File: config.mk
export PLATFORM = sky130hd
export DESIGN_NAME = sobel_window_fetch_flat
export DESIGN_NICKNAME = d
export VERILOG_FILES = /design/src/rtl/sobel_pkg.sv /design/src/rtl/sobel_window_fetch_if.sv /design/src/rtl/window_reg3x3.sv /design/src/rtl/sobel_window_fetch.sv /design/src/flat_wrapper.sv
export SDC_FILE = /design/constraint.sdc
export NUM_CORES = 1
export LEC_CHECK = 0
export CELL_PAD_IN_SITES_DETAIL_PLACEMENT = 1
export CELL_PAD_IN_SITES_GLOBAL_PLACEMENT = 2
export CORE_MARGIN = 2
export CORE_UTILIZATION = 36
export CTS_BUF_LIST = sky130_fd_sc_hd__clkbuf_8
export DETAILED_ROUTE_END_ITERATION = 8
export GPL_TIMING_DRIVEN = 0
export PLACE_DENSITY_LB_ADDON = 0.1
export SYNTH_ARGS = -nofsm -noshare
export SYNTH_HDL_FRONTEND = slang
export SYNTH_SLANG_ARGS = --single-unit
File: constraint.sdc
create_clock -name clk -period 6.8 [get_ports clk]
set_input_delay 2.04 -clock clk [delete_from_list [all_inputs] [get_ports clk]]
set_output_delay 2.04 -clock clk [all_outputs]
set_load 0.1 [all_outputs]
File: src/rtl/sobel_pkg.sv
// Shared types and defaults for the Sobel window fetch path and move_control.
package sobel_pkg;

    localparam int unsigned DEF_PIXEL_W = 8;
    localparam int unsigned DEF_ADDR_W  = 8;
    localparam int unsigned WIDTH_W     = 12;
    localparam int unsigned N_FULL      = 9;
    localparam int unsigned N_EDGE      = 3;
    localparam int unsigned CNT_W       = 4;
    localparam int unsigned SLOT_W      = 4;

    typedef enum logic [1:0] {
        DIR_NONE  = 2'b00,
        DIR_RIGHT = 2'b01,
        DIR_LEFT  = 2'b10,
        DIR_ROW   = 2'b11
    } dir_t;

    typedef enum logic [1:0] {
        ST_IDLE  = 2'd0,
        ST_READ  = 2'd1,
        ST_DRAIN = 2'd2,
        ST_DONE  = 2'd3
    } state_t;

    // How retained pixels move inside the 3x3 window before new ones land.
    typedef enum logic [1:0] {
        SH_NONE     = 2'd0,
        SH_TO_LEFT  = 2'd1,
        SH_TO_RIGHT = 2'd2,
        SH_UP       = 2'd3
    } shift_t;

    function automatic shift_t shift_for(input dir_t d);
        case (d)
            DIR_RIGHT: return SH_TO_LEFT;
            DIR_LEFT:  return SH_TO_RIGHT;
            DIR_ROW:   return SH_UP;
            default:   return SH_NONE;
        endcase
    endfunction

endpackage

File: src/rtl/sobel_window_fetch_if.sv
// Request, pixel-memory and window bundle between move_control/memory and the window fetcher.
interface sobel_window_fetch_if
    import sobel_pkg::*;
#(
    parameter int unsigned PIXEL_W = DEF_PIXEL_W,
    parameter int unsigned ADDR_W  = DEF_ADDR_W
);
    logic [WIDTH_W-1:0]   width;
    logic [ADDR_W-1:0]    addr_r;
    dir_t                 direction;
    logic                 load_initial;
    logic                 start_move;
    logic [ADDR_W-1:0]    mem_addr;
    logic                 mem_read;
    logic [PIXEL_W-1:0]   mem_rdata;
    logic [9*PIXEL_W-1:0] window;
    logic                 window_valid;
    logic                 busy;
    logic                 fetch_done;

    modport master (
        output width, addr_r, direction, load_initial, start_move, mem_rdata,
        input  mem_addr, mem_read, window, window_valid, busy, fetch_done
    );

    modport slave (
        input  width, addr_r, direction, load_initial, start_move, mem_rdata,
        output mem_addr, mem_read, window, window_valid, busy, fetch_done
    );
endinterface

File: src/rtl/window_reg3x3.sv
// 3x3 pixel register file with whole-window shift and single-slot write.
module window_reg3x3
    import sobel_pkg::*;
#(
    parameter int unsigned PIXEL_W = DEF_PIXEL_W
) (
    input  logic                 clk,
    input  logic                 n_reset,
    input  shift_t               shift,
    input  logic                 wr_en,
    input  logic [SLOT_W-1:0]    wr_slot,
    input  logic [PIXEL_W-1:0]   wr_data,
    output logic [9*PIXEL_W-1:0] window
);

    logic [PIXEL_W-1:0] pix [9];

    always_ff @(posedge clk or negedge n_reset) begin
        if (!n_reset) begin
            for (int i = 0; i < 9; i++) pix[i] <= '0;
        end else begin
            unique case (shift)
                SH_TO_LEFT: begin
                    for (int r = 0; r < 3; r++) begin
                        pix[3*r]   <= pix[3*r+1];
                        pix[3*r+1] <= pix[3*r+2];
                    end
                end
                SH_TO_RIGHT: begin
                    for (int r = 0; r < 3; r++) begin
                        pix[3*r+2] <= pix[3*r+1];
                        pix[3*r+1] <= pix[3*r];
                    end
                end
                SH_UP: begin
                    for (int c = 0; c < 3; c++) begin
                        pix[c]   <= pix[3+c];
                        pix[3+c] <= pix[6+c];
                    end
                end
                default: ;
            endcase
            for (int i = 0; i < 9; i++) begin
                if (wr_en && (wr_slot == SLOT_W'(i))) pix[i] <= wr_data;
            end
        end
    end

    // Slot 3r+c sits at bits [PIXEL_W*(3r+c) +: PIXEL_W].
    always_comb begin
        window = '0;
        for (int i = 0; i < 9; i++) window[i*PIXEL_W +: PIXEL_W] = pix[i];
    end

endmodule

File: src/rtl/sobel_window_fetch.sv
// Fetches a full 3x3 window or the newly exposed edge after a move, keeping the rest in place.
module sobel_window_fetch
    import sobel_pkg::*;
#(
    parameter int unsigned PIXEL_W = DEF_PIXEL_W,
    parameter int unsigned ADDR_W  = DEF_ADDR_W
) (
    input  logic                 clk,
    input  logic                 n_reset,
    sobel_window_fetch_if.slave  bus
);

    state_t              state;
    logic [ADDR_W-1:0]   stride;
    logic                full;
    dir_t                dir;
    logic [CNT_W-1:0]    cnt;
    logic [1:0]          col;
    logic [SLOT_W-1:0]   rd_slot;
    logic                cap_en;
    logic [SLOT_W-1:0]   cap_slot;
    logic [ADDR_W-1:0]   mem_addr;
    logic                mem_read;
    logic                window_valid;
    logic                busy;
    logic                fetch_done;

    logic                req_c;
    logic                req_full_c;
    logic [ADDR_W-1:0]   width_c;
    logic [ADDR_W-1:0]   first_addr_c;
    logic [SLOT_W-1:0]   first_slot_c;
    logic [ADDR_W-1:0]   next_addr_c;
    logic [SLOT_W-1:0]   next_slot_c;
    logic                last_c;
    shift_t              shift_c;
    logic                unused_c;

    assign unused_c   = ^bus.width[WIDTH_W-1:ADDR_W];
    assign width_c    = bus.width[ADDR_W-1:0];
    assign req_c      = bus.load_initial || bus.start_move;
    assign req_full_c = bus.load_initial || !window_valid;

    // First address/slot of a request; row offsets use adds only.
    always_comb begin
        first_addr_c = bus.addr_r;
        first_slot_c = '0;
        if (!req_full_c) begin
            unique case (bus.direction)
                DIR_RIGHT: begin
                    first_addr_c = bus.addr_r + ADDR_W'(2);
                    first_slot_c = SLOT_W'(2);
                end
                DIR_ROW: begin
                    first_addr_c = bus.addr_r + width_c + width_c;
                    first_slot_c = SLOT_W'(6);
                end
                default: ;
            endcase
        end
    end

    // Step to the next read: along a row, down a column, or wrap to the next row.
    always_comb begin
        next_addr_c = mem_addr + ADDR_W'(1);
        next_slot_c = rd_slot + SLOT_W'(1);
        last_c      = (cnt == CNT_W'(N_EDGE - 1));
        shift_c     = SH_NONE;
        if (full) begin
            last_c = (cnt == CNT_W'(N_FULL - 1));
            if (col == 2'd2) next_addr_c = mem_addr + stride - ADDR_W'(2);
        end else begin
            if (dir == DIR_RIGHT || dir == DIR_LEFT) begin
                next_addr_c = mem_addr + stride;
                next_slot_c = rd_slot + SLOT_W'(3);
            end
            if (state == ST_READ && cnt == '0) shift_c = shift_for(dir);
        end
    end

    always_ff @(posedge clk or negedge n_reset) begin
        if (!n_reset) begin
            state        <= ST_IDLE;
            stride       <= '0;
            full         <= 1'b0;
            dir          <= DIR_NONE;
            cnt          <= '0;
            col          <= '0;
            rd_slot      <= '0;
            cap_en       <= 1'b0;
            cap_slot     <= '0;
            mem_addr     <= '0;
            mem_read     <= 1'b0;
            window_valid <= 1'b0;
            busy         <= 1'b0;
            fetch_done   <= 1'b0;
        end else begin
            cap_en   <= (state == ST_READ);
            cap_slot <= rd_slot;
            unique case (state)
                ST_IDLE, ST_DONE: begin
                    fetch_done <= 1'b0;
                    state      <= ST_IDLE;
                    if (req_c) begin
                        busy    <= 1'b1;
                        stride  <= width_c;
                        full    <= req_full_c;
                        dir     <= bus.direction;
                        cnt     <= '0;
                        col     <= '0;
                        if (req_full_c) window_valid <= 1'b0;
                        // A no-op move still spends one cycle so it completes at E0+N+1.
                        if (!req_full_c && bus.direction == DIR_NONE) begin
                            state <= ST_DRAIN;
                        end else begin
                            state    <= ST_READ;
                            mem_read <= 1'b1;
                            mem_addr <= first_addr_c;
                            rd_slot  <= first_slot_c;
                        end
                    end
                end
                ST_READ: begin
                    if (last_c) begin
                        state    <= ST_DRAIN;
                        mem_read <= 1'b0;
                    end else begin
                        cnt      <= cnt + CNT_W'(1);
                        col      <= (col == 2'd2) ? 2'd0 : col + 2'd1;
                        mem_addr <= next_addr_c;
                        rd_slot  <= next_slot_c;
                    end
                end
                ST_DRAIN: begin
                    state        <= ST_DONE;
                    fetch_done   <= 1'b1;
                    window_valid <= 1'b1;
                    busy         <= 1'b0;
                end
                default: state <= ST_IDLE;
            endcase
        end
    end

    window_reg3x3 #(.PIXEL_W(PIXEL_W)) u_win (
        .clk     (clk),
        .n_reset (n_reset),
        .shift   (shift_c),
        .wr_en   (cap_en),
        .wr_slot (cap_slot),
        .wr_data (bus.mem_rdata),
        .window  (bus.window)
    );

    assign bus.mem_addr     = mem_addr;
    assign bus.mem_read     = mem_read;
    assign bus.window_valid = window_valid;
    assign bus.busy         = busy;
    assign bus.fetch_done   = fetch_done;

endmodule

File: src/flat_wrapper.sv
// flat-port wrapper written by rule: the top's interface ports become plain ports
module sobel_window_fetch_flat import sobel_pkg::*;
#(
    parameter int unsigned PIXEL_W = DEF_PIXEL_W,
    parameter int unsigned ADDR_W  = DEF_ADDR_W
)
  (clk, n_reset, bus_width, bus_addr_r, bus_direction, bus_load_initial, bus_start_move, bus_mem_rdata, bus_mem_addr, bus_mem_read, bus_window, bus_window_valid, bus_busy, bus_fetch_done);
  sobel_window_fetch_if #(.PIXEL_W(PIXEL_W), .ADDR_W(ADDR_W)) bus_i ();
  input  logic clk;
  input  logic n_reset;
  input wire logic [$bits(bus_i.width)-1:0] bus_width;
  input wire logic [$bits(bus_i.addr_r)-1:0] bus_addr_r;
  input wire logic [$bits(bus_i.direction)-1:0] bus_direction;
  input wire logic [$bits(bus_i.load_initial)-1:0] bus_load_initial;
  input wire logic [$bits(bus_i.start_move)-1:0] bus_start_move;
  input wire logic [$bits(bus_i.mem_rdata)-1:0] bus_mem_rdata;
  output wire logic [$bits(bus_i.mem_addr)-1:0] bus_mem_addr;
  output wire logic [$bits(bus_i.mem_read)-1:0] bus_mem_read;
  output wire logic [$bits(bus_i.window)-1:0] bus_window;
  output wire logic [$bits(bus_i.window_valid)-1:0] bus_window_valid;
  output wire logic [$bits(bus_i.busy)-1:0] bus_busy;
  output wire logic [$bits(bus_i.fetch_done)-1:0] bus_fetch_done;
  assign bus_i.width = bus_width;
  assign bus_i.addr_r = bus_addr_r;
  assign bus_i.direction = bus_direction;
  assign bus_i.load_initial = bus_load_initial;
  assign bus_i.start_move = bus_start_move;
  assign bus_i.mem_rdata = bus_mem_rdata;
  assign bus_mem_addr = bus_i.mem_addr;
  assign bus_mem_read = bus_i.mem_read;
  assign bus_window = bus_i.window;
  assign bus_window_valid = bus_i.window_valid;
  assign bus_busy = bus_i.busy;
  assign bus_fetch_done = bus_i.fetch_done;
  sobel_window_fetch #(.PIXEL_W(PIXEL_W), .ADDR_W(ADDR_W)) u_core (.clk(clk), .n_reset(n_reset), .bus(bus_i));
endmodule
==> results of run 1 <==
cells in the mapped netlist (3+ instances only):
| cell type | number | area [um2] |
|---|---|---|
| nor3b_1 | 5 | 37.54 |
| a31oi_1 | 3 | 18.77 |
| mux2i_1 | 58 | 580.6 |
| ha_1 | 30 | 375.4 |
| nand2b_1 | 8 | 50.05 |
| dfrtp_1 | 112 | 2803 |
| a21o_1 | 8 | 60.06 |
| nor2_1 | 77 | 289.0 |
| inv_1 | 34 | 127.6 |
| a211oi_1 | 6 | 45.04 |
| nor3_1 | 10 | 50.05 |
| clkbuf_1 | 45 | 168.9 |
| o211ai_1 | 4 | 30.03 |
| xnor2_1 | 16 | 140.1 |
| o311ai_0 | 8 | 70.07 |
| xor2_1 | 5 | 43.79 |
| mux2_2 | 18 | 202.7 |
| a22oi_1 | 18 | 135.1 |
| buf_1 | 6 | 22.52 |
| o221ai_1 | 4 | 35.03 |
| o21a_1 | 3 | 22.52 |
| o21ai_0 | 102 | 510.5 |
| buf_2 | 3 | 15.01 |
| nand3b_1 | 6 | 45.04 |
| nand2_1 | 98 | 367.9 |
| nand3_1 | 18 | 90.09 |
| nor2b_1 | 5 | 31.28 |
| a221oi_1 | 3 | 26.28 |
| a21oi_1 | 74 | 370.4 |
final timing paths:
kind / slack, ns / end / cells past startpoint / from
setup / recovery: 2.35 / u_core.bus.mem_addr[7] / 11 / bus_addr_r[1]
setup reg to reg: 2.75 / u_core.u_win.window[43] / 14 / u_core.state[1]
min in group asynchronous: 1.46 / u_core.u_win.window[14] / 1 / n_reset
max in group asynchronous: 4.59 / u_core.col[0] / 2 / n_reset
hold / removal: 0.43 / u_core.cap_slot[3] / 0 / u_core.rd_slot[3]
hold reg to reg: 0.43 / u_core.cap_slot[3] / 0 / u_core.rd_slot[3]
layer usage:
metal | track usage | wire, um
met5 | 0 | 0
met3 | 0.02698 | 1054
met2 | 0.4712 | 13320
met4 | 0.09658 | 809
met1 | 0.2982 | 10310
layout make-up:
| class | instances | area (um2) | share of cell area |
|---|---|---|---|
| multi-input combinational | 626 | 3979 | 0.4557 |
| sequential | 112 | 2803 | 0.3210 |
| timing repair buffer | 106 | 1080 | 0.1237 |
| tap | 265 | 331.6 | 0.03797 |
| buffer | 55 | 217.7 | 0.02493 |
| inverter | 34 | 127.6 | 0.01462 |
| clock buffer | 9 | 123.9 | 0.01419 |
| clock inverter | 7 | 70.07 | 0.008024 |
critical path, stage by stage:
cell	delay, ns
clkdlybuf4s50_1	0.58
ha_1	0.22
inv_1	0.06
fa_1	0.40
nor2b_1	0.18
o2111ai_1	0.16
a31o_2	0.27
a21boi_0	0.19
o21ai_0	0.12
xor2_1	0.19
a221oi_1	0.33
kinds of logic after synthesis:
kind of cell / after synthesis
compound gates: 255
simple gates: 241
flops: 112
buf+inv: 89
mux: 76
fa+ha+maj: 33
xor+xnor: 21
state kept, by name, summed over array words and instances (netlist names):
name	flops
u_core.cap_en	1
u_core.bus.window_valid	1
u_core.bus.fetch_done	1
u_core.full	1
u_core.rd_slot	4
u_core.cap_slot	4
u_core.state	2
u_core.u_win.window	72
u_core.stride	8
u_core.cnt	4
u_core.bus.mem_addr	8
u_core.col	2
u_core.dir	2
u_core.bus.busy	1
u_core.bus.mem_read	1
stage by stage:
stage	utilization	area, um2	setup WS, ns
3_5_place_dp	0.4387	8538	1.972
3_3_place_gp	0.4372	8509	-0.9822
5_1_grt	0.4487	8732	2.239
2_1_floorplan	-	7127	2.939
4_1_cts	0.4487	8732	2.364
6_report	0.4487	8732	2.348
==> impl_metrics.csv, run 1 <==
group,metric,value,unit
critical_path,critPathArrivalTime,4.74,ns
cts,clk_latency,0.41,ns
layout,most-common-layout-cells,"dfrtp_1, clkdlybuf4s50_1, o21ai_0",
sta,fmax,224.6,MHz
layout,instances_no_fill,1214,
cts,post_cts_buffers,0,
drt,drt_iter0_drc,274,
die,ios,118,
sta,finalClockSkew,0.01585,ns
sta,slew_viol_final,0,
grt,grt_overflow_total,0,
layout,fin_nets,1010,
min_path,hold_class,"register to register",
sta,rsz0062_at_grt,"false",
logic_synthesis,ys_warn_count,0,
logic_synthesis,synthFlopType,"dfrtp_1",
critical_path,path_max_fanout,5,
layout,drive_above_1_share,0.05058,
drt,viasPerCell,5.591,
cts,ctsHoldBuffers,0,
logic_synthesis,seq_area_frac_synth,0.3933,
sta,finalCritPeriodShare,0.6547,
logic_synthesis,yosys.area_share.xor_xnor,0.02581,
logic_synthesis,synth_simple_gate_area_frac,0.1494,
layout,diodes,0,
placed_design,dp_hpwl,19.44,mm
cts,cts_buffer_depth,2,
die,die_height,144.7,um
logic_synthesis,ys_types,61,
die,start_util,0.3662,
die,die_w,144.7,um
logic_synthesis,synth_compound_area_frac,0.2135,
drt,drc,0,
logic_synthesis,syn_inst,827,
logic_synthesis,yosys.area_share.adder,0.05969,
logic_synthesis,synth_enable_flop_cells,0,
layout,area_delta_synth_final,22.52,%
placed_design,port_buffers,105,
cts,cts.clk_slew.worst_paths,0.11,ns
sta,slew_headroom,0.3363,
die,num_rows,51,
sta,hold-worst-slack,0.4316,ns
cts,cts_root_buf,"clkbuf_8",
sta,setup_violations,0,
cts,cts_htree_levels,3,
grt,grt_pass1_vias,7085,
critical_path,startpoint_type,"input pin",
sta,period_needed,4.452,ns
cts,numCtsBuffers,9,
sta,worst_slew_pin_slew,0.9925,ns
cts,cts_tree,"done",
die,die_area,0.02094,mm2
layout,fillCellCount,2348,
logic_synthesis,ys_ff_latch,112,
sta,tns,0,ns
layout,final_common_cell,"dfrtp_1",
logic_synthesis,synth_area,0.007127,mm2
grt,track_usage,0.2528,
logic_synthesis,synth_top_family_by_area,"compound AO/OA/AOI/OAI gates",
logic_synthesis,synth_fp_nets,893,
logic_synthesis,synth_mux_area_frac,0.1099,
placed_design,globalplace.congestion,0.8340,
grt,grt_max_degree,96,
critical_path,endpoint_kind,"register",
job,max-cap-violations,0,
grt,grt_pass1_wl,39.76,mm
cts,postCtsResizedCells,0,
drt,postRouteAntennaNets,0,
logic_synthesis,syn_area_per_cell,8.618,um2
drt,first_pass_iters,4,
drt,num_vias,6787,
grt,antenna_found_initial,0,
run_status,status,"complete, no violations",
critical_path,crit_required,7.09,ns
logic_synthesis,async_flop_share,1.000,
die,core,0.01946,mm2
critical_path,worstSetupPathType,"input pin to register",
cts,clock-sinks,112,
drt,wl_per_cell,21.00,um
placed_design,dp_cells,1198,
sta,final_hold_viol_count,0,
drt,routed_wl,25.49,mm
Power of run 1 is left out: the tool's default activity adds up to more than one toggle a clock period on the data nets, which glitch-free logic cannot reach.
==> inputs of run 2 (changes only) <==
Settings changed: CORE_UTILIZATION 36 to 30.
Clock period 6.8 ns to 3.69 ns, I/O delays scaled along.
==> run 2 against run 1 <==
Compared with the run above: critical path type unchanged; critical endpoint is now u_core.bus.mem_addr[3]; count of clock-buffer cells in the layout unchanged; via count increased by 0.34%; highest routed layer unchanged; sequential share of layout area decreased by 0.33 points.
==> impl_metrics.csv, run 2 (synthesis gave the netlist of run 1 again) <==
group,metric,value,unit
layout,area_delta_synth_final,23.81,%
cts,numCtsBuffers,9,
sta,rsz0062_at_grt,"false",
grt,grt_pass1_vias,7330,
die,ios,118,
sta,fmax,291.7,MHz
die,die_height,158.1,um
layout,largest_reg_flops,72,
critical_path,worstSetupPathType,"input pin to register",
placed_design,pre_cts_ws,-0.2636,ns
layout,fillCellCount,2815,
critical_path,path_cells,"clkdlybuf4s50_1 -> nor2b_1 -> and2_1 -> clkbuf_1 -> nand2_1 -> o22ai_1 -> a2111oi_0 -> a21oi_1 -> o21ai_1",
run_status,status,"complete, no violations",
critical_path,path_max_fanout,8,
sta,hold-worst-slack,0.4243,ns
drt,first_pass_iters,5,
drt,drt_iter0_drc,372,
cts,cts.clk_slew.worst_paths,0.11,ns
die,start_util,0.3045,
sta,finalCritPeriodShare,0.9290,
die,core,0.02340,mm2
die,die_w,158.1,um
critical_path,cp-startpoint,"bus_load_initial",
critical_path,cp_slowest_cell,"a2111oi_0",
critical_path,startpoint_type,"input pin",
layout,fin_nets,1009,
sta,finalClockSkew,0.01420,ns
critical_path,endpoint_kind,"register",
cts,cts_root_buf,"clkbuf_8",
drt,routed_wl,27.23,mm
placed_design,globalplace.congestion,0.8545,
cts,clk_latency,0.40,ns
layout,multi_input_area,0.003981,mm2
drt,viasPerCell,5.379,
critical_path,r2r-start,"u_core.state[1]",
critical_path,worstRegToRegCells,11,
placed_design,port_buffers,105,
critical_path,crit_required,4.01,ns
layout,post-route-util,0.3770,
critical_path,cpPeakStageDelay,0.90,ns
sta,period_needed,3.428,ns
min_path,hold_start,"u_core.rd_slot[3]",
drt,num_vias,6810,
layout,drive_above_1_share,0.06969,
placed_design,dp_hpwl,20.97,mm
layout,final_common_cell,"dfrtp_1",
layout,ff_latch_area,0.002803,mm2
grt,grt_overflow_total,0,
drt,wl_per_cell,21.51,um
grt,grt_max_degree,59,
sta,slew_headroom,0.3012,
sta,setup_ws,0.2618,ns
sta,slew_viol_final,0,
min_path,hold_class,"register to register",
grt,track_usage,0.2261,
drt,postRouteAntennaNets,0,
cts,clock-sinks,112,
cts,post_cts_buffers,0,
die,die_area,0.02501,mm2
sta,final_hold_viol_count,0,
cts,cts_tree,"done",
layout,most-common-layout-cells,"dfrtp_1, clkdlybuf4s50_1, o21ai_0",
sta,setup_violations,0,
sta,worst_slew_pin_slew,1.022,ns
drt,drc,0,
layout,diodes,0,
job,max-cap-violations,0,
cts,cts_htree_levels,3,
critical_path,timing.rr.end,"u_core.u_win.window[70]",
cts,cts_buffer_depth,2,
critical_path,endpoint,"u_core.bus.mem_addr[3]",
die,num_rows,56,
critical_path,r2r_slack,0.36,ns
grt,antenna_found_initial,0,
grt,grt_pass1_wl,42.81,mm
critical_path,critPathArrivalTime,3.75,ns
==> run 2: what timing repair did <==
item                                    4_1_cts  5_1_grt
endpoints found under the setup margin       54       65
hold buffers                                  0        0
resized for setup                            14       21
==> run 2: through the flow <==
stage | std cells | area (um2) | TNS [ns]
finish | 1266 | 8823 | 0
global route | 1266 | 8823 | 0
CTS | 1267 | 8813 | 0
detailed placement | 1252 | 8606 | -8.575
global placement | 1251 | 8577 | -374.55
floorplan | 827 | 7127 | 0
==> run 2: layout make-up <==
cell class                      count  share of cell area
Multi-Input combinational cell    626              0.4512
Sequential cell                   112              0.3176
Timing Repair Buffer              106              0.1227
Tap cell                          319             0.04524
Buffer                             54             0.02950
Inverter                           34             0.01446
Clock buffer                        9             0.01404
Clock inverter                      6            0.005247
==> run 2: worst min-delay path by stage <==
stage,end,cells past startpoint
6_report,u_core.cap_slot[3],0
3_5_place_dp,u_core.cap_slot[3],0
4_1_cts,u_core.cap_slot[3],0
2_1_floorplan,u_core.cap_slot[3],0
3_3_place_gp,u_core.cap_slot[3],0
5_1_grt,u_core.cap_slot[3],0
==> run 2: critical path: cells and delay by family <==
| kind | cells | cell delay [ns] |
|---|---|---|
| AOI/OAI and AO/OA | 4 | 1.33 |
| buffers and inverters | 2 | 0.79 |
| and+or+nand+nor | 3 | 0.52 |
==> run 2: per-layer routing <==
layer  global-route usage  vias to the layer above  wire length [um]
li1                     -                     3155                 -
met1               0.3334                     3459             13750
met2               0.3518                      174             12050
met3              0.02737                       22              1130
met4              0.05491                        0               295
met5                    0                        -                 0
Power of run 2 is left out for the same reason.
